## src/rtl/rotary_position_acc_pkg.sv

```systemverilog
// Shared definitions for the rotary position accumulator: direction
// encodings, range-mode selectors, accelerator FSM states and a small
// clamp helper used when elaborating constants.
package rotary_position_acc_pkg;

   // Step direction as carried on i_cnt_cw / o_dir
   localparam logic DIR_CW  = 1'b1;
   localparam logic DIR_CCW = 1'b0;

   // Range behaviour at the MIN/MAX bounds
   localparam int WRAP_SATURATE = 0;
   localparam int WRAP_MODULO   = 1;

   // Accelerator FSM: IDLE means no recent step, TRACK means a step
   // happened recently enough that the next one may be accelerated
   typedef enum logic {
      ST_IDLE  = 1'b0,
      ST_TRACK = 1'b1
   } acc_state_t;

   // Clamp an integer into [lo, hi]; used for parameter-derived constants
   function automatic int clamp_int(input int v, input int lo, input int hi);
      if (v < lo) begin
         return lo;
      end else if (v > hi) begin
         return hi;
      end
      return v;
   endfunction

endpackage : rotary_position_acc_pkg

```

## src/rtl/rotary_position_acc_step_timer.sv

```systemverilog
// Interval timer for the accelerator. Counts clock cycles since the last
// accepted step, saturating at WINDOW so it never rolls over during long
// idle periods. o_fast is high while the count is still below WINDOW,
// i.e. a step taken now would follow the previous one closely enough to
// be accelerated. A count equal to WINDOW also tells the FSM the window
// has expired.
module rotary_step_timer #(
   parameter int WINDOW = 64
) (
   input  logic i_clk,
   input  logic i_rst_n,
   input  logic i_clear,
   output logic o_fast
);

   localparam int CW = $clog2(WINDOW + 1);
   localparam logic [CW-1:0] WIN_C = CW'(WINDOW);
   localparam logic [CW-1:0] ONE_C = CW'(1);

   logic [CW-1:0] count_q;

   // Cycle counter: restarts at zero on every accepted step, holds at WINDOW
   always_ff @(posedge i_clk or negedge i_rst_n) begin
      if (!i_rst_n) begin
         count_q <= '0;
      end else if (i_clear) begin
         count_q <= '0;
      end else if (count_q != WIN_C) begin
         count_q <= count_q + ONE_C;
      end
   end

   assign o_fast = (count_q < WIN_C);

endmodule : rotary_step_timer

```

## src/rtl/rotary_position_acc.sv

```systemverilog
// Rotary position accumulator. Consumes the quadrature decoder's one-cycle
// step pulse and direction, keeps a bounded position (saturating or
// wrapping), enlarges steps when same-direction steps arrive in quick
// succession, and publishes changes to a host.
//
// Host handshake: o_valid rises on the edge where oa_value changes and
// stays high until the host pulses i_ack. An ack clears o_valid at the next
// edge unless that same edge also changes the value, in which case o_valid
// stays high so the new change is not lost. Several changes made while
// o_valid is high coalesce into one pending notification; an ack while
// o_valid is low has no effect.
//
// All outputs are registered and reflect an i_cnt/i_load sampled at the
// same rising edge. o_state exposes the accelerator FSM for observation.
module rotary_position_acc
   import rotary_position_acc_pkg::*;
#(
   parameter int VALUE_WIDTH  = 8,
   parameter int VALUE_MIN    = 0,
   parameter int VALUE_MAX    = 255,
   parameter int RESET_VALUE  = 0,
   parameter int WRAP         = WRAP_SATURATE,
   parameter int ACCEL_WINDOW = 64,
   parameter int ACCEL_STEP   = 4
) (
   input  logic                   i_clk,
   input  logic                   i_rst_n,
   input  logic                   i_cnt,
   input  logic                   i_cnt_cw,
   input  logic                   i_load,
   input  logic [VALUE_WIDTH-1:0] ia_load_value,
   input  logic                   i_ack,
   output logic [VALUE_WIDTH-1:0] oa_value,
   output logic                   o_valid,
   output logic                   o_dir,
   output logic                   o_at_min,
   output logic                   o_at_max,
   output acc_state_t             o_state
);

   // Arithmetic is done signed, two bits wider than the value, so that
   // overshoot past MAX and undershoot below MIN are both representable.
   localparam int SW = VALUE_WIDTH + 2;
   typedef logic signed [SW-1:0] sval_t;

   localparam sval_t MIN_S   = sval_t'(VALUE_MIN);
   localparam sval_t MAX_S   = sval_t'(VALUE_MAX);
   localparam sval_t RANGE_S = sval_t'(VALUE_MAX - VALUE_MIN + 1);
   localparam sval_t FAST_S  = sval_t'(ACCEL_STEP);
   localparam sval_t SLOW_S  = sval_t'(1);

   localparam logic [VALUE_WIDTH-1:0] MIN_V = VALUE_WIDTH'(VALUE_MIN);
   localparam logic [VALUE_WIDTH-1:0] MAX_V = VALUE_WIDTH'(VALUE_MAX);
   localparam logic [VALUE_WIDTH-1:0] RST_V =
      VALUE_WIDTH'(clamp_int(RESET_VALUE, VALUE_MIN, VALUE_MAX));

   // Registered state
   acc_state_t               state_q;
   logic [VALUE_WIDTH-1:0]   value_q;
   logic                     valid_q;
   logic                     dir_q;
   logic                     at_min_q;
   logic                     at_max_q;

   // Next-state values
   acc_state_t               state_d;
   logic [VALUE_WIDTH-1:0]   value_d;
   logic                     valid_d;
   logic                     dir_d;
   logic                     changed;

   // Datapath intermediates
   logic                     fast;
   logic                     timer_clear;
   sval_t                    cur_s;
   sval_t                    step_mag;
   sval_t                    sum_s;
   sval_t                    step_res;
   sval_t                    load_s;
   sval_t                    load_res;
   logic [VALUE_WIDTH-1:0]   step_value;
   logic [VALUE_WIDTH-1:0]   load_value;
   logic                     unused_hi;

   rotary_step_timer #(
      .WINDOW (ACCEL_WINDOW)
   ) u_step_timer (
      .i_clk   (i_clk),
      .i_rst_n (i_rst_n),
      .i_clear (timer_clear),
      .o_fast  (fast)
   );

   // Candidate value for a step: size from the accelerator, then clamp or wrap
   always_comb begin
      cur_s    = $signed({2'b00, value_q});
      step_mag = SLOW_S;
      sum_s    = cur_s;
      step_res = cur_s;

      // Only a same-direction step inside the window is accelerated; the
      // first step after idle and any reversal move by one detent.
      if ((state_q == ST_TRACK) && fast && (i_cnt_cw == dir_q)) begin
         step_mag = FAST_S;
      end

      if (i_cnt_cw == DIR_CW) begin
         sum_s = cur_s + step_mag;
      end else begin
         sum_s = cur_s - step_mag;
      end

      // A single correction by the range width is enough as long as the
      // accelerated step is no larger than the range itself.
      if (WRAP == WRAP_MODULO) begin
         if (sum_s > MAX_S) begin
            step_res = sum_s - RANGE_S;
         end else if (sum_s < MIN_S) begin
            step_res = sum_s + RANGE_S;
         end else begin
            step_res = sum_s;
         end
      end else begin
         if (sum_s > MAX_S) begin
            step_res = MAX_S;
         end else if (sum_s < MIN_S) begin
            step_res = MIN_S;
         end else begin
            step_res = sum_s;
         end
      end

      step_value = step_res[VALUE_WIDTH-1:0];
   end

   // Candidate value for a load: the host value clamped into range
   always_comb begin
      load_s   = $signed({2'b00, ia_load_value});
      load_res = load_s;
      if (load_s > MAX_S) begin
         load_res = MAX_S;
      end else if (load_s < MIN_S) begin
         load_res = MIN_S;
      end
      load_value = load_res[VALUE_WIDTH-1:0];
   end

   // Results are always inside [MIN,MAX], so the guard bits carry nothing
   assign unused_hi = ^{step_res[SW-1:VALUE_WIDTH], load_res[SW-1:VALUE_WIDTH]};

   // Next-state logic: load beats step, then FSM window expiry and handshake
   always_comb begin
      state_d     = state_q;
      value_d     = value_q;
      dir_d       = dir_q;
      timer_clear = 1'b0;

      if (i_load) begin
         // A step arriving with a load is dropped; direction is untouched
         value_d     = load_value;
         state_d     = ST_IDLE;
         timer_clear = 1'b1;
      end else if (i_cnt) begin
         // Direction tracks every step, even one fully absorbed by a bound
         value_d     = step_value;
         dir_d       = i_cnt_cw;
         state_d     = ST_TRACK;
         timer_clear = 1'b1;
      end else if ((state_q == ST_TRACK) && !fast) begin
         state_d = ST_IDLE;
      end

      changed = (value_d != value_q);

      if (changed) begin
         valid_d = 1'b1;
      end else if (i_ack) begin
         valid_d = 1'b0;
      end else begin
         valid_d = valid_q;
      end
   end

   // State register; reset discards any pending change
   always_ff @(posedge i_clk or negedge i_rst_n) begin
      if (!i_rst_n) begin
         state_q  <= ST_IDLE;
         value_q  <= RST_V;
         valid_q  <= 1'b0;
         dir_q    <= DIR_CW;
         at_min_q <= (RST_V == MIN_V);
         at_max_q <= (RST_V == MAX_V);
      end else begin
         state_q  <= state_d;
         value_q  <= value_d;
         valid_q  <= valid_d;
         dir_q    <= dir_d;
         at_min_q <= (value_d == MIN_V);
         at_max_q <= (value_d == MAX_V);
      end
   end

   assign oa_value = value_q;
   assign o_valid  = valid_q;
   assign o_dir    = dir_q;
   assign o_at_min = at_min_q;
   assign o_at_max = at_max_q;
   assign o_state  = state_q;

endmodule : rotary_position_acc

```

## config.mk

```make
export PLATFORM = sky130hd
export DESIGN_NAME = rotary_position_acc
export DESIGN_NICKNAME = d
export VERILOG_FILES = /design/src/rtl/rotary_position_acc_pkg.sv /design/src/rtl/rotary_position_acc_step_timer.sv /design/src/rtl/rotary_position_acc.sv
export SDC_FILE = /design/constraint.sdc
export NUM_CORES = 1
export LEC_CHECK = 0
export ABC_AREA = 0
export BUFFER_PORTS_ARGS = -buffer_cell sky130_fd_sc_hd__buf_2
export CORE_MARGIN = 3
export CORE_UTILIZATION = 45
export CTS_CLUSTER_DIAMETER = 120
export DETAILED_ROUTE_END_ITERATION = 12
export HOLD_SLACK_MARGIN = 0.05
export PLACE_DENSITY = 0.68
export SLEW_MARGIN = 10
export SYNTH_ARGS = -nofsm -noshare
export SYNTH_HDL_FRONTEND = slang
export SYNTH_SLANG_ARGS = --single-unit
```

## constraint.sdc

```tcl
create_clock -name i_clk -period 5.49 [get_ports i_clk]
set_clock_uncertainty 0.2 [all_clocks]
set_input_delay 0 -clock i_clk [delete_from_list [all_inputs] [get_ports i_clk]]
set_output_delay 0 -clock i_clk [all_outputs]
set_load 0.1 [all_outputs]
```

# Word-level counts from Yosys, hierarchy flattened
# Cells that the tools add are included.
[totals] input_bits=14 out_inout_bits=13 register_bits=20
[classes] n_lt_le_gt_ge=3 n_reduce_logical=9 eq_ne=4 n_bitwise=1 addsub=3 muxes=15
[op_table] operator="$mux W8" count=4
[op_table] operator="$mux W7" count=2
[op_table] operator="$gt A10 B9 Y1 const B" count=1
[op_table] operator="$lt A10 B1 Y1 const B" count=1
[op_table] operator="$mux W10" count=1
[op_table] operator="$add A8 B3 Y9" count=1
[op_table] operator="$sub A8 B3 Y9" count=1
[op_table] operator="$eq A8 B8 Y1 const B" count=1
[op_table] operator="$logic_not A8 Y1" count=1
[op_table] operator="$ne A8 B8 Y1" count=1
[op_table] operator="$add A7 B1 Y7 const B" count=1
[op_table] operator="$lt A7 B7 Y1 const B" count=1
[op_table] operator="$mux W1" count=7
[op_table] operator="$ne A7 B7 Y1 const B" count=1
[op_table] operator="$reduce_bool A2 Y1" count=2
[op_table] operator="$logic_and A1 B1 Y1" count=3
[op_table] operator="$mux W3" count=1
[op_table] operator="$reduce_bool A3 Y1" count=1
[op_table] operator="$reduce_and A2 Y1" count=1
[op_table] operator="$eq A1 B1 Y1" count=1
[op_table] operator="$logic_not A1 Y1" count=1
[op_table] operator="$not A1 Y1" count=1

# Longest topological paths before layout
[depth] ltp_word=13 mapped_depth=13

# Cells and area by module
# From an unflattened synthesis, not the netlist that was laid out.
[hier_totals] hier_cells=209 area_unflattened_um2=1779.2
[by_module_without_submodules] mod="rotary_position_acc" n_inst=1 seq_area_each_um2=327.8 area_per_inst_um2=1402.6 cells_per_inst=170
[by_module_without_submodules] mod="rotary_step_timer" n_inst=1 seq_area_each_um2=175.2 area_per_inst_um2=376.6 cells_per_inst=39

# Least setup slack after synthesis
# Ideal clock, no wire load.
[synth_timing] kind="register -> register" from="register state_q (netlist: o_state)" to="register at_min_q (netlist: o_at_min)" setup_ns=0.079 setup_slack_ns=2.194 stages_incl_launch_ff=12 t_arrival_ns=3.018 required_ns=5.211 n_path_buf=1 path_cell_list="dfrtp_1 -> nor2b_1 -> nand2_1 -> ha_1 -> ha_1 -> nand2b_1 -> and3_1 -> buf_6 -> or4_4 -> a31oi_4 -> nor2_1 -> and4_1"
[synth_via] elab_chain_len=11 elab_cells_between_ends=13
[synth_lines] element="start, declared" line_no="rotary_position_acc.sv:58" rtl="acc_state_t state_q;"
[synth_lines] element="start signal, assigned" line_no="rotary_position_acc.sv:194" rtl="state_q <= state_d;"
[synth_lines] element="$logic_and A1 B1 Y1 (*) (2 in a row)" line_no="rotary_position_acc.sv:103" rtl="if ((state_q == ST_TRACK) && fast && (i_cnt_cw == dir_q)) begin"
[synth_lines] element="$mux W3 (*)" line_no="rotary_position_acc.sv:103"
[synth_lines] element="$sub A8 B3 Y9 or $add A8 B3 Y9 (tied branches)" line_no="rotary_position_acc.sv:110, rotary_position_acc.sv:108"
[synth_lines] element="$mux W10 (*)" line_no="rotary_position_acc.sv:107" rtl="if (i_cnt_cw == DIR_CW) begin"
[synth_lines] element="$lt A10 B1 Y1" line_no="rotary_position_acc.sv:126" rtl="end else if (sum_s < MIN_S) begin"
[synth_lines] element="$mux W8" line_no="rotary_position_acc.sv:126"
[synth_lines] element="$mux W8 (*)" line_no="rotary_position_acc.sv:124" rtl="if (sum_s > MAX_S) begin"
[synth_lines] element="$mux W8 (*)" line_no="rotary_position_acc.sv:163" rtl="end else if (i_cnt) begin"
[synth_lines] element="$mux W8 (*)" line_no="rotary_position_acc.sv:158" rtl="if (i_load) begin"
[synth_lines] element="named net value_d[4]" line_no="rotary_position_acc.sv:67" rtl="logic [VALUE_WIDTH-1:0] value_d;"
[synth_lines] element="$logic_not A8 Y1 (*)" line_no="rotary_position_acc.sv:198" rtl="at_min_q <= (value_d == MIN_V);"
[synth_lines] element="end signal, assigned" line_no="rotary_position_acc.sv:191" rtl="at_min_q <= (RST_V == MIN_V);"
[synth_lines] element="end signal, assigned" line_no="rotary_position_acc.sv:198"
[synth_lines] element="end, declared" line_no="rotary_position_acc.sv:62" rtl="logic at_min_q;"
# Mark *: on every way through the listed nets, which the timed path passes. The rest lies on a longest branch.
# A chain may end at the register's enable or synchronous reset.

# Final worst setup path
[layout_timing] from="register u_step_timer.count_q[6]" to="register valid_q (netlist: o_valid)"
[layout_via] elab_chain_len=13 elab_cells_between_ends=16
[layout_lines] element="start, declared" line_no="rotary_position_acc_step_timer.sv:20" rtl="logic [CW-1:0] count_q;"
[layout_lines] element="start signal, assigned" line_no="rotary_position_acc_step_timer.sv:29" rtl="count_q <= count_q + ONE_C;"
[layout_lines] element="$lt A7 B7 Y1 (*)" line_no="rotary_position_acc_step_timer.sv:33" rtl="assign o_fast = (count_q < WIN_C);"
[layout_lines] element="$logic_and A1 B1 Y1 (*) (2 in a row)" line_no="rotary_position_acc.sv:103"
[layout_lines] element="$mux W3 (*)" line_no="rotary_position_acc.sv:103"
[layout_lines] element="$sub A8 B3 Y9 or $add A8 B3 Y9 (tied branches)" line_no="rotary_position_acc.sv:110, rotary_position_acc.sv:108"
[layout_lines] element="$mux W10 (*)" line_no="rotary_position_acc.sv:107"
[layout_lines] element="$lt A10 B1 Y1" line_no="rotary_position_acc.sv:126"
[layout_lines] element="$mux W8" line_no="rotary_position_acc.sv:126"
[layout_lines] element="$mux W8 (*)" line_no="rotary_position_acc.sv:124"
[layout_lines] element="$mux W8 (*)" line_no="rotary_position_acc.sv:163"
[layout_lines] element="$mux W8 (*)" line_no="rotary_position_acc.sv:158"
[layout_lines] element="$ne A8 B8 Y1 (*)" line_no="rotary_position_acc.sv:173" rtl="changed = (value_d != value_q);"
[layout_lines] element="$mux W1 or $reduce_bool A2 Y1 (tied branches)"
[layout_lines] element="end signal, assigned" line_no="rotary_position_acc.sv:196" rtl="valid_q <= valid_d;"
[layout_lines] element="end, declared" line_no="rotary_position_acc.sv:60" rtl="logic valid_q;"
# Mark *: on every way between the ends. The rest lies on a longest branch, timed or not.

==> summary.txt <==
Layout
  • # fillers: 316
  • Core Util, Final: 57.0%
  • Post-route cell area: 0.00196 mm^2
  • Share of layout cells above drive strength 1: 21.8%
  • N_diodes: 0
  • Layout area overhead: 17.6%
  • Nets: 248

CTS
  • H-tree Lvls: 1
  • CTS tree: done
  • CTS Buffer Depth: 2
  • Clock Tree Root: clkbuf_8
  • CTS Buf Count: 3
  • Post-cts hold buffer count: 14
  • Clock-pin slew on the worst setup and hold paths: 0.08 ns
  • Resized Gates After CTS: 0
  • Worst skew pair latency: 0.26 ns
  • Clock Sinks: 20
  • Postcts setup bufs: 0

Power and ir drop
  • Psw: 0.000233 W
  • Part of the power in the clock network: between 20% and 30%
  • Total internal power: 0.000322 W
  • Worst vdd ir: roughly 0.00016 V
  • Total power: 0.000556 W
  • Logic pwr share: roughly two fifths
  • Lkg Pwr: 0.849 nW
  • PwrDens: approximately 280 mW/mm^2
  • Sequential cell fraction of total power: 32.8%
  • Sw frac: 42.0%

Placed design
  • Detail Placement HPWL: roughly 3100 um
  • Placed cell area: 0.00175 mm^2
  • Port bufs: 26
  • Pre-CTS WS: 2.25 ns
  • Placer's final routability congestion estimate: just under 0.9

Drt
  • Vias per cell: 5.67
  • ANT nets after route: 0
  • Vias: roughly 1500
  • Drt wl/cell: 15.7 um
  • DR DRC count: 0
  • Routed wire length: roughly 4300 um
  • Starting DRT DRC Count: 147
  • First drt pass iteration count: 5

Synth
  • Syn Inst Count: 192
  • Ys async rst share: 100%
  • Seq/Total Area, Yosys: between 30% and 40%
  • Post-Synthesis Cell Area: 0.00167 mm^2
  • Syn Area/Cell: 8.69 um^2
  • Synth cell types: 55
  • Synth Warn #: 0
  • Post-synthesis net count: 214
  • Post-synth EDFFs: 0
  • Seq cells post-synth: 20
  • Top_reg_cell synth: dfrtp_1

Setup path
  • Max FO, Critical Path: 6
  • Setup crit start kind: register
  • CP max stage cell: dfrtp_1
  • Crit path cell chain: nor2b_1, nand2_1, ha_1, inv_1, a31oi_1, o22ai_2, a222oi_1, o2111ai_1, a2111oi_2, nand4_1
  • Slowest stage delay, CP: between 0.4 and 0.5 ns
  • Crit. Startpoint: u_step_timer.count_q[6]
  • Reg-to-reg startpoint: u_step_timer.count_q[6]
  • Critical path required time: 5.41 ns
  • CP endpoint kind: register
  • CP arrival: 3.25 ns
  • Worst r2r dst: o_valid
  • Worst reg2reg path depth: 10
  • Crit Path Category: reg2reg
  • R2R Setup Slk: 2.16 ns

STA
  • Period Utilization, post-route: roughly three fifths
  • Setup TNS: 0 ns
  • Slew @ Worst Pin: approximately 0.84 ns
  • Final Hold Fails: 0
  • Final Critical Period: 3.33 ns
  • Final setup viols: 0
  • F_max: 0.300 GHz
  • Final Max Slew Viols: 0
  • RSZ-0062 raised after global routing: no
  • Worst setup margin: around 2.2 ns
  • Max-slew headroom: 43.7%

Outcome
  • Status: finished clean

Floorplanning
  • Core area: about 0.0034 mm^2
  • Chip Height: around 67 um
  • Initial Util: 48.5%
  • I/O pin total: 27
  • Die area: 0.00447 mm^2
  • DIE WIDTH: 66.9 um
  • Site Rows: 21

Worst hold path
  • Hold crit path type: in2async

GRT
  • Total grt overflow: 0
  • First-pass GRT wire length: slightly below 7000 um
  • Global Route met1 Usage: a little under a third
  • Met2 usage: 30.7%
  • All-Layer GR Usage: 20.3%
  • Vias in the first global route: 1400
  • Initial antenna violation count: 0
  • Largest net degree at the start of global routing: 19
  • Met3 GRT Util: 3.54%
  • Global route hottest layer: met1

Job
  • Max Cap Violations: 0
## Yosys cell counts (2+ instances only)
master | number | area share, %
nor2_1 | 20 | 4.5
a211o_2 | 2 | 1.2
o22ai_1 | 5 | 1.9
dfstp_2 | 2 | 3.2
clkbuf_8 | 2 | 1.7
ha_1 | 8 | 6.0
nand2b_1 | 5 | 1.9
o22ai_2 | 2 | 1.5
o21ai_0 | 8 | 2.4
dfrtp_1 | 18 | 27
a211o_1 | 4 | 2.1
xnor2_1 | 6 | 3.2
nor4b_1 | 2 | 1.1
nand4_1 | 3 | 1.1
a21oi_1 | 15 | 4.5
buf_6 | 5 | 3.4
inv_1 | 15 | 3.4
nor2b_1 | 3 | 1.1
xor2_1 | 4 | 2.1
nand3_1 | 8 | 2.4
nor3_1 | 2 | 0.60
and3_1 | 3 | 1.1
nand2_1 | 13 | 2.9
o2111ai_1 | 2 | 1.1
buf_2 | 3 | 0.90
a31oi_1 | 2 | 0.75
nor4_1 | 2 | 0.75
## registers in the layout, indices dropped and copies added (netlist names)
register and flops:
o_at_min 1, o_at_max 1, o_state 1, oa_value 8
u_step_timer.count_q 7, o_valid 1, o_dir 1
## cells in the final DEF, fill, tap and decap left out, types with 2 or more instances in the layout
cell type and count:
nor2b_1 3, nor4_1 2, clkbuf_8 3, and3_1 3, buf_2 26, a211o_1 4, nand2_1 13, nand4_1 3
dfstp_2 2, nand2b_1 5, xnor2_1 6, a211o_2 2, nor3_1 2, nor2_1 20, xor2_1 4, o22ai_2 2
dlygate4sd3_1 14, ha_1 8, o2111ai_1 2, o22ai_1 5, o21ai_0 8, a21oi_1 15, dfrtp_1 18, a31oi_1 2
nand3_1 8, inv_1 15, nor4b_1 2
## critical path, delay by kind of cell (launching register included)
| family | cells | cell delay (ns) |
|---|---|---|
| AOI/OAI and AO/OA | 5 | 1.50 |
| buffers and inverters | 1 | 0.09 |
| adders and majority gates | 1 | 0.42 |
| and+or+nand+nor | 3 | 0.56 |
| DFF | 1 | 0.42 |
## area by class of cell
type,count,area [um^2],area share (%)
Clock buffer,3,41.3,2.11
Clock inverter,1,30.0,1.53
Inverter,15,56.3,2.87
Multi-Input combinational cell,146,1000,51.1
Sequential cell,20,503,25.7
Tap cell,46,57.6,2.94
Timing Repair Buffer,40,270,13.8
## how the worst max path moves through the flow
stage / to / slack [ns] / depth (start not counted)
2_1_floorplan: o_at_min / 2.19 / 11
3_3_place_gp: o_valid / 2.26 / 10
3_5_place_dp: o_valid / 2.25 / 10
4_1_cts: o_valid / 2.20 / 10
5_1_grt: o_valid / 1.95 / 10
6_report: o_valid / 2.16 / 10
## cells by family (layout without fill, tap and decap cells)
logic type / count (synthesis) / after routing / share of synthesized area (%)
AO/OA/AOI/OAI: 52 / 52 / 22.6
buffers and inverters: 26 / 59 / 9.75
AND/OR/NAND/NOR: 74 / 74 / 25.0
multiplexers: 2 / 2 / 1.28
flip-flops: 20 / 20 / 30.2
XOR/XNOR: 10 / 10 / 5.25
adder cells (fa/ha/maj): 8 / 8 / 6.00
## routing by layer
| metal | up-vias | routed length, um |
|---|---|---|
| li1 | 758 | - |
| met1 | 710 | 2080 |
| met2 | 69 | 1790 |
| met3 | 0 | 396 |
| met4 | 0 | 0 |
| met5 | - | 0 |
## stage by stage
| stage | hold WS, ns | instances |
|---|---|---|
| floorplan | -0.496 | 192 |
| global placement | -0.228 | 253 |
| detailed placement | -0.218 | 253 |
| CTS | 0.0563 | 271 |
| global route | 0.0810 | 271 |
| finish | 0.0590 | 271 |
## power groups by stage
stage | Clock [W] | Combinational [W] | Sequential (W)
after CTS | 0.000152 | 0.000223 | 0.000182
after global placement | 0 | 0.000215 | 0.000185
after global routing | 0.000159 | 0.000240 | 0.000184
final | 0.000149 | 0.000224 | 0.000182
after detailed placement | 0 | 0.000214 | 0.000184
after floorplan | 0 | 0.000117 | 0.000244
No activity file was read; power rests on OpenSTA's default activity.
